$ cat config.mk
export PLATFORM = sky130hd
export DESIGN_NAME = multicycle_ctrl
export DESIGN_NICKNAME = d
export VERILOG_FILES = /design/src/rtl/multicycle_ctrl.sv
export SDC_FILE = /design/constraint.sdc
export NUM_CORES = 1
export LEC_CHECK = 0
export ABC_AREA = 1
export BUFFER_PORTS_ARGS = -buffer_cell sky130_fd_sc_hd__buf_2
export CORE_MARGIN = 2
export CORE_UTILIZATION = 39
export CTS_CLUSTER_DIAMETER = 40
export DETAILED_ROUTE_END_ITERATION = 7
export PLACE_DENSITY = 0.8
export SYNTH_ARGS = -nofsm -noshare
export SYNTH_HDL_FRONTEND = slang
export SYNTH_SLANG_ARGS = --single-unit
$ cat constraint.sdc
create_clock -name clk -period 1.79 [get_ports clk]
set_input_delay 0.358 -clock clk [delete_from_list [all_inputs] [get_ports clk]]
set_output_delay 0.358 -clock clk [all_outputs]
set_load 0.02 [all_outputs]
$ cat src/rtl/multicycle_ctrl.sv
// -----------------------------------------------------------------------------
// multicycle_ctrl
//
// Multi-cycle control FSM for a RISC-V datapath. It sequences
// FETCH/DECODE/EXEC/MEM/WB, decodes the instruction register into an ALU
// operation code plus datapath steering signals, waits on a memory ready
// handshake, and uses the ALU zero flag to resolve BEQ.
//
// Configuration macro:
//   ALU_CTRL_MUL_EN  defined   : R-type f3=000/f7=0000001 decodes to MUL (0011)
//                    undefined : that encoding is illegal and traps; alu_ctrl
//                                never takes the value 0011
//
// Ports:
//   clk        in   rising-edge clock
//   reset_n    in   asynchronous active-low reset
//   ir         in   instruction register (stable from DECODE onward)
//   alu_zero   in   ALU zero flag (used for BEQ in EXEC only)
//   mem_ready  in   memory access complete this cycle (FETCH/MEM only)
//   alu_ctrl   out  ALU operation code
//   alu_src_a  out  0 = PC, 1 = rs1
//   alu_src_b  out  00 = rs2, 01 = constant 4, 10 = immediate
//   pc_src     out  0 = ALU result, 1 = ALUOut
//   pc_write, ir_write, mem_read, mem_write, reg_write, iord
//              out  datapath strobes; iord = 1 selects the ALUOut address
//   wb_sel     out  0 = ALUOut, 1 = memory data register
//   illegal    out  sticky illegal-instruction flag (held while in TRAP)
//   state      out  current FSM state, for debug
// -----------------------------------------------------------------------------
module multicycle_ctrl #(
  parameter int XLEN = 32
) (
  input  logic            clk,
  input  logic            reset_n,
  input  logic [XLEN-1:0] ir,
  input  logic            alu_zero,
  input  logic            mem_ready,
  output logic [3:0]      alu_ctrl,
  output logic            alu_src_a,
  output logic [1:0]      alu_src_b,
  output logic            pc_src,
  output logic            pc_write,
  output logic            ir_write,
  output logic            mem_read,
  output logic            mem_write,
  output logic            reg_write,
  output logic            iord,
  output logic            wb_sel,
  output logic            illegal,
  output logic [2:0]      state
);

  localparam logic [2:0] S_IDLE   = 3'd0;
  localparam logic [2:0] S_FETCH  = 3'd1;
  localparam logic [2:0] S_DECODE = 3'd2;
  localparam logic [2:0] S_EXEC   = 3'd3;
  localparam logic [2:0] S_MEM    = 3'd4;
  localparam logic [2:0] S_WB     = 3'd5;
  localparam logic [2:0] S_TRAP   = 3'd7;

  localparam logic [3:0] ALU_AND    = 4'b0000;
  localparam logic [3:0] ALU_OR     = 4'b0001;
  localparam logic [3:0] ALU_ADD    = 4'b0010;
  localparam logic [3:0] ALU_SUB    = 4'b0101;
  localparam logic [3:0] ALU_AUIPC  = 4'b0100;
  localparam logic [3:0] ALU_BRTGT  = 4'b0110;
  localparam logic [3:0] ALU_SLL    = 4'b0111;
  localparam logic [3:0] ALU_SLT    = 4'b1000;
`ifdef ALU_CTRL_MUL_EN
  localparam logic [3:0] ALU_MUL    = 4'b0011;
`endif

  localparam logic [6:0] OP_R      = 7'b0110011;
  localparam logic [6:0] OP_I      = 7'b0010011;
  localparam logic [6:0] OP_LW     = 7'b0000011;
  localparam logic [6:0] OP_SW     = 7'b0100011;
  localparam logic [6:0] OP_BEQ    = 7'b1100011;
  localparam logic [6:0] OP_AUIPC  = 7'b0010111;

  localparam logic [6:0] F7_BASE   = 7'b0000000;
  localparam logic [6:0] F7_ALT    = 7'b0100000;
`ifdef ALU_CTRL_MUL_EN
  localparam logic [6:0] F7_MULDIV = 7'b0000001;
`endif

  logic [2:0] state_q, state_d;

  logic [6:0] opcode;
  logic [2:0] f3;
  logic [6:0] f7;

  assign opcode = ir[6:0];
  assign f3     = ir[14:12];
  assign f7     = ir[31:25];

  // Register and immediate fields belong to the datapath, not to control.
  logic unused_ir;
  assign unused_ir = ^{ir[24:15], ir[11:7]};

  // ---------------------------------------------------------------------------
  // Instruction decode: class flags, legality and the EXEC-phase ALU op.
  // ---------------------------------------------------------------------------
  logic       is_r, is_i, is_lw, is_sw, is_beq, is_auipc;
  logic       op_legal;
  logic [3:0] exec_op;

  // NOTE: every signal written in an always_comb gets a default first, so no
  // path through the case statements can leave it unassigned and infer a latch.
  always_comb begin
    is_r     = 1'b0;
    is_i     = 1'b0;
    is_lw    = 1'b0;
    is_sw    = 1'b0;
    is_beq   = 1'b0;
    is_auipc = 1'b0;
    op_legal = 1'b0;
    exec_op  = ALU_ADD;

    case (opcode)
      OP_R: begin
        is_r = 1'b1;
        case (f3)
          3'b000: begin
            if (f7 == F7_BASE) begin
              op_legal = 1'b1;
              exec_op  = ALU_ADD;
            end else if (f7 == F7_ALT) begin
              op_legal = 1'b1;
              exec_op  = ALU_SUB;
            end
`ifdef ALU_CTRL_MUL_EN
            else if (f7 == F7_MULDIV) begin
              op_legal = 1'b1;
              exec_op  = ALU_MUL;
            end
`endif
          end
          3'b111: begin op_legal = (f7 == F7_BASE); exec_op = ALU_AND; end
          3'b110: begin op_legal = (f7 == F7_BASE); exec_op = ALU_OR;  end
          3'b001: begin op_legal = (f7 == F7_BASE); exec_op = ALU_SLL; end
          3'b010: begin op_legal = (f7 == F7_BASE); exec_op = ALU_SLT; end
          default: op_legal = 1'b0;
        endcase
      end
      OP_I: begin
        // f7 overlaps the immediate here, so it plays no part in the decode.
        is_i = 1'b1;
        case (f3)
          3'b000: begin op_legal = 1'b1; exec_op = ALU_ADD; end
          3'b111: begin op_legal = 1'b1; exec_op = ALU_AND; end
          3'b110: begin op_legal = 1'b1; exec_op = ALU_OR;  end
          3'b001: begin op_legal = 1'b1; exec_op = ALU_SLL; end
          3'b010: begin op_legal = 1'b1; exec_op = ALU_SLT; end
          default: op_legal = 1'b0;
        endcase
      end
      OP_LW: begin
        is_lw    = 1'b1;
        op_legal = (f3 == 3'b010);
        exec_op  = ALU_ADD;
      end
      OP_SW: begin
        is_sw    = 1'b1;
        op_legal = (f3 == 3'b010);
        exec_op  = ALU_ADD;
      end
      OP_BEQ: begin
        is_beq   = 1'b1;
        op_legal = (f3 == 3'b000);
        exec_op  = ALU_SUB;
      end
      OP_AUIPC: begin
        is_auipc = 1'b1;
        op_legal = 1'b1;
        exec_op  = ALU_AUIPC;
      end
      default: op_legal = 1'b0;
    endcase
  end

  // ---------------------------------------------------------------------------
  // Next-state and output decode. Outputs follow the registered state; the
  // only input-dependent strobes are the FETCH handshake and the BEQ PC write.
  // Because the state flop clears asynchronously, every strobe drops to 0 as
  // soon as reset_n falls.
  // ---------------------------------------------------------------------------
  always_comb begin
    state_d   = state_q;
    alu_ctrl  = ALU_AND;
    alu_src_a = 1'b0;
    alu_src_b = 2'b00;
    pc_src    = 1'b0;
    pc_write  = 1'b0;
    ir_write  = 1'b0;
    mem_read  = 1'b0;
    mem_write = 1'b0;
    reg_write = 1'b0;
    iord      = 1'b0;
    wb_sel    = 1'b0;
    illegal   = 1'b0;

    case (state_q)
      S_IDLE: state_d = S_FETCH;

      S_FETCH: begin
        mem_read  = 1'b1;
        alu_src_b = 2'b01;
        alu_ctrl  = ALU_ADD;
        ir_write  = mem_ready;
        pc_write  = mem_ready;
        if (mem_ready) state_d = S_DECODE;
      end

      S_DECODE: begin
        // PC has already advanced by 4, so this forms (PC-4)+imm in ALUOut.
        alu_src_b = 2'b10;
        alu_ctrl  = ALU_BRTGT;
        state_d   = op_legal ? S_EXEC : S_TRAP;
      end

      S_EXEC: begin
        alu_ctrl = exec_op;
        if (!op_legal) begin
          alu_ctrl = ALU_AND;
          state_d  = S_TRAP;
        end else if (is_r) begin
          alu_src_a = 1'b1;
          alu_src_b = 2'b00;
          state_d   = S_WB;
        end else if (is_i) begin
          alu_src_a = 1'b1;
          alu_src_b = 2'b10;
          state_d   = S_WB;
        end else if (is_lw || is_sw) begin
          alu_src_a = 1'b1;
          alu_src_b = 2'b10;
          state_d   = S_MEM;
        end else if (is_beq) begin
          alu_src_a = 1'b1;
          alu_src_b = 2'b00;
          pc_src    = 1'b1;
          pc_write  = alu_zero;
          state_d   = S_FETCH;
        end else if (is_auipc) begin
          alu_src_a = 1'b0;
          alu_src_b = 2'b10;
          state_d   = S_WB;
        end else begin
          state_d = S_TRAP;
        end
      end

      S_MEM: begin
        iord      = 1'b1;
        mem_read  = is_lw;
        mem_write = is_sw;
        if (mem_ready) state_d = is_lw ? S_WB : S_FETCH;
      end

      S_WB: begin
        reg_write = 1'b1;
        wb_sel    = is_lw;
        state_d   = S_FETCH;
      end

      S_TRAP: begin
        illegal = 1'b1;
        state_d = S_TRAP;
      end

      default: state_d = S_TRAP;
    endcase
  end

  // NOTE: sequential state uses non-blocking assignment so every flop samples
  // the pre-edge values, independent of block evaluation order.
  always_ff @(posedge clk or negedge reset_n) begin
    if (!reset_n) state_q <= S_IDLE;
    else          state_q <= state_d;
  end

  assign state = state_q;

endmodule

# == After elaboration in Yosys (flattened, before gate mapping) ==
# Index checks and enable logic that the tools add are counted.
# totals
reg_bits,3
out_inout_bits,19
# op_classes
n_eq_ne,19
mux,60
n_reduce_logical,9
# ops
cell,count
$mux 3,11
$pmux 4 s4,2
$mux 1,31
$eq 7x6->1 const B,3
$pmux 4 s5,1
$eq 3x3->1 const B,5
$pmux 3 s5,1
$eq 7x5->1 const B,2
$mux 2,7
$pmux 4 s3,1
$eq 3x2->1 const B,3
$eq 7x2->1 const B,1
$eq 7x7->1 const B,1
$logic_not 7->1,1
$eq 3x1->1 const B,2
$logic_not 3->1,2
$pmux 1 s2,3
$pmux 2 s3,1
$pmux 1 s5,1
$reduce_or 5->1,1
$mux 4,1
$ne 2x2->1 const B,2
$reduce_or 2->1,2
$reduce_or 4->1,1
other kinds (2),2

# == Longest topological paths before layout ==
# depth
word_depth,9
depth_mapped,11
depth_no_buf,11

# == Least setup slack after synthesis ==
# OpenSTA, ideal clock, no wires.
# synth_path
path_kind,register to output
from,"register state_q[0], in the netlist state[0]"
to,output pc_write
arrival_ns,1.809
t_required_ns,1.432
path_slack_ns,-0.377
stages_incl_launch_ff,9
path_buffers,0
path_cell_list,dfrtp_1 inv_1 nor2_1 inv_1 nor2_1 inv_1 nor2_1 inv_1 nand2_2
# synth_via
elab_chain_cells,2
elab_cells_between_ends,3
# synth_rtl
item,line,rtl
start: declaration,86,"logic [2:0] state_q, state_d;"
start signal: assignment,279,else state_q <= state_d;
$eq 3x2->1 / $eq 3x1->1 (equally long branches),202,case (state_q)
$pmux 1 s2 *,202,
end: declaration,42,"output logic pc_write,"
# Every way passes the cells marked *; elsewhere a longest branch is shown, timed or not.

# == Worst setup path after layout ==
# layout_path
from,input ir[3]
to,output pc_write
# layout_via
elab_chain_cells,8
elab_cells_between_ends,20
# layout_rtl
item,line,rtl
start: declaration,35,"input logic [XLEN-1:0] ir,"
"$eq 7x7->1, or another cell as far along",119,case (opcode)
$mux 1,119,
$mux 1 / $logic_or 1x1->1 (equally long branches),"238, 234",
$mux 1,234,end else if (is_lw || is_sw) begin
$mux 1,230,end else if (is_i) begin
$mux 1,226,end else if (is_r) begin
$mux 1 *,223,if (!op_legal) begin
$pmux 1 s2 *,202,
# Marks and branches as above.

==> impl_metrics.py <==
metrics = {
    "final_layout": {
        "fin_cells": 208,
        "largest_reg_flops": 3,
        "final_nets": 228,
        "multi_input_area_um2": 649,
        "seqCellArea_um2": 77.6,
        "drive_above_1_share_pct": 58.1,
        "fillerInstances": 141,
        "syn_to_final_growth_pct": 91.1,
        "num_antenna_cells": 0,
    },
    "placement": {
        "place.gp.congestion": 0.831,
        "place_hpwl_um": 1730,
        "place.detailed.instances": 196,
        "portBuffers": 39,
        "place_ws_ns": -0.210,
    },
    "synthesis": {
        "yosysSeqAreaShare_pct": 10.9,
        "syn_nets": 163,
        "synth_area_leaders": "nand2_1, inv_1, nand3_1, nor2_1, dfrtp_1",
        "yosys_warnings": 0,
        "synth_top_cell_area_share_pct": 13.6,
        "synth_edf_count": 0,
        "dominantRegCellSynth": "dfrtp_1",
        "postSynthCellCount": 127,
        "yosysTopAreaCell": "nand2_1",
        "syn_area_per_cell_um2": 5.42,
        "synthArstFlopShare_pct": 100,
        "synthTopCellsByCount": "nand2_1, inv_1, nor2_1",
        "yosysUniqueCellTypes": 20,
        "synth.most_common_cell": "nand2_1",
        "mappedNetlistArea_um2": 688,
        "ys_ff_latch": 3,
    },
    "clock_network": {
        "numCtsBuffers": 3,
        "h-tree-depth": 1,
        "cts_sinks": 3,
        "clk_latency_ns": 0.24,
        "cts_tree": "built",
        "cts-root-buf": "clkbuf_4",
        "path_clk_slew_ns": 0.04,
        "cts_buffer_depth": 2,
    },
    "floorplanning": {
        "start_util_pct": 40.7,
        "die_height_um": 46.0,
        "die_x_um": 46.0,
        "fp-row-count": 15,
        "die_area_um2": 2120,
        "pin_count": 55,
        "core-area_um2": 1690,
    },
    "routing": {
        "viasPerCell": 5.10,
        "drtIter0Drc": 17,
        "detail_route.wl_per_cell_um": 12.3,
        "post-route-drc-count": 0,
        "num_vias": 1061,
        "firstDrtPassIters": 4,
        "postRouteAntennaNets": 0,
        "wirelength_um": 2560,
    },
    "critical_path": {
        "critical_path_arrival_ns": 1.52,
        "worstPathRequired_ns": 1.43,
        "worstSetupPathType": "in2out",
        "crit_fanout": 6,
        "cp-start-kind": "input port",
        "end_kind": "primary output",
    },
    "job": {
        "maxCapViolCount": 0,
    },
    "hold_path": {
        "min_path_type": "in2async",
    },
    "global_routing": {
        "antenna_found_initial": 0,
        "grt_pass1_vias": 1024,
        "gr-total-overflow": 0,
        "grtUsageTotal_pct": 25.3,
        "grt_pass1_wl_um": 4000,
        "grt_max_degree": 9,
    },
    "pwr": {
        "cellLeakagePower_nw": 0.695,
        "finalPower_w": 0.000328,
        "ir_drop_mv": 0.217,
        "power_density_nw_per_um2": 249,
    },
    "timing": {
        "period_needed_ns": 1.88,
        "finalMaxSlewViolations": 0,
        "final-hold-violation-count": 0,
        "setup_viol": 8,
        "setup_tns_ns": -0.341,
        "rsz0062_at_grt": "true",
        "relSlewSlack_pct": 81.9,
        "fmax_mhz": 532,
        "setup_ws_ns": -0.0897,
        "worst_pin_slew_ns": 0.269,
        "post-route-period-util_pct": 105,
        "fin_skew_ns": 0.00465,
    },
    "outcome": {
        "outcome": "finished with violations",
        "violations": "setup timing",
    },
}
-- stage by stage --
step                      hold slack [ns]  util (%)  area, um2
final                               0.449      77.9       1320
after global routing                0.473      77.9       1320
after CTS                           0.437      70.6       1190
after detailed placement            0.153      60.7       1020
after global placement              0.151      60.7       1020
after floorplan                    0.0624         -        711
-- report_power, final --
part | internal (W) | leakage (nW) | switching (W)
Clock | 0.0000840 | 0.0150 | 0.0000428
Sequential | 0.0000681 | 0.0256 | 0
Combinational | 0.0000666 | 0.654 | 0.0000661
Total | 0.000219 | 0.695 | 0.000109
-- worst paths after layout --
path | from | cells after the start | slack [ns] | end
min in group clk | mem_ready | 4 | 0.45 | state[0]$_DFFE_PN0P_
worst min register to register | state[2]$_DFFE_PN0P_ | 3 | 0.65 | state[1]$_DFFE_PN0P_
worst max register to register | state[1]$_DFFE_PN0P_ | 6 | 0.61 | state[0]$_DFFE_PN0P_
worst max-delay path | ir[3] | 13 | -0.09 | pc_write
max in group asynchronous | reset_n | 2 | 1.22 | state[1]$_DFFE_PN0P_
worst min-delay path | reset_n | 2 | 0.45 | state[2]$_DFFE_PN0P_
-- logic make-up after synthesis --
family                 Yosys count  synth area share [%]
AND/OR/NAND/NOR                 88                  65.1
buffers and inverters           23                  12.5
AO/OA/AOI/OAI                   13                  11.5
flip-flops                       3                  10.9
-- final cells by class --
| class | count | share of cell area [%] |
|---|---|---|
| inverter | 23 | 7.33 |
| multi-input combinational | 101 | 49.4 |
| sequential | 3 | 5.90 |
| timing repair buffer | 60 | 33.8 |
| clock buffer | 4 | 2.00 |
| tap | 17 | 1.62 |
-- layer usage --
layer	up-vias	GRT usage [%]	wire length, um
li1	538	-	-
met2	33	54.4	1490
met1	488	25.4	937
met5	-	0	0
met3	2	1.98	117
met4	0	3.43	13
-- placed cells by master (no fill, tap or decap), drive strengths merged --
cell,n
a21oi,5
buf,59
clkbuf,4
dfrtp,3
dlygate4sd3,1
inv,23
nand2,33
nand3,17
nand4,4
nor2,28
nor3,4
nor3b,1
nor4,1
o21a,1
o21ai,7
-- critical path, cell delays in order --
cell	delay (ns)
buf_8	0.10
inv_6	0.05
nand2_4	0.04
nor2_4	0.11
nand2_2	0.09
nor2_4	0.15
nand2_2	0.09
nand3_4	0.11
nand2_4	0.08
nor2_4	0.09
nand2_2	0.05
nand2_2	0.06
buf_6	0.11
-- what timing repair did --
item | CTS | global route
hold buffers | 1 | 0
endpoints found under the hold margin | 3 | 0
buffers inserted | 5 | 2
pin swaps | 12 | 16
gates resized for setup | 30 | 33
gates cloned | 0 | 0
endpoints found under the setup margin | 10 | 12
Power figures use the tool's default switching activity.
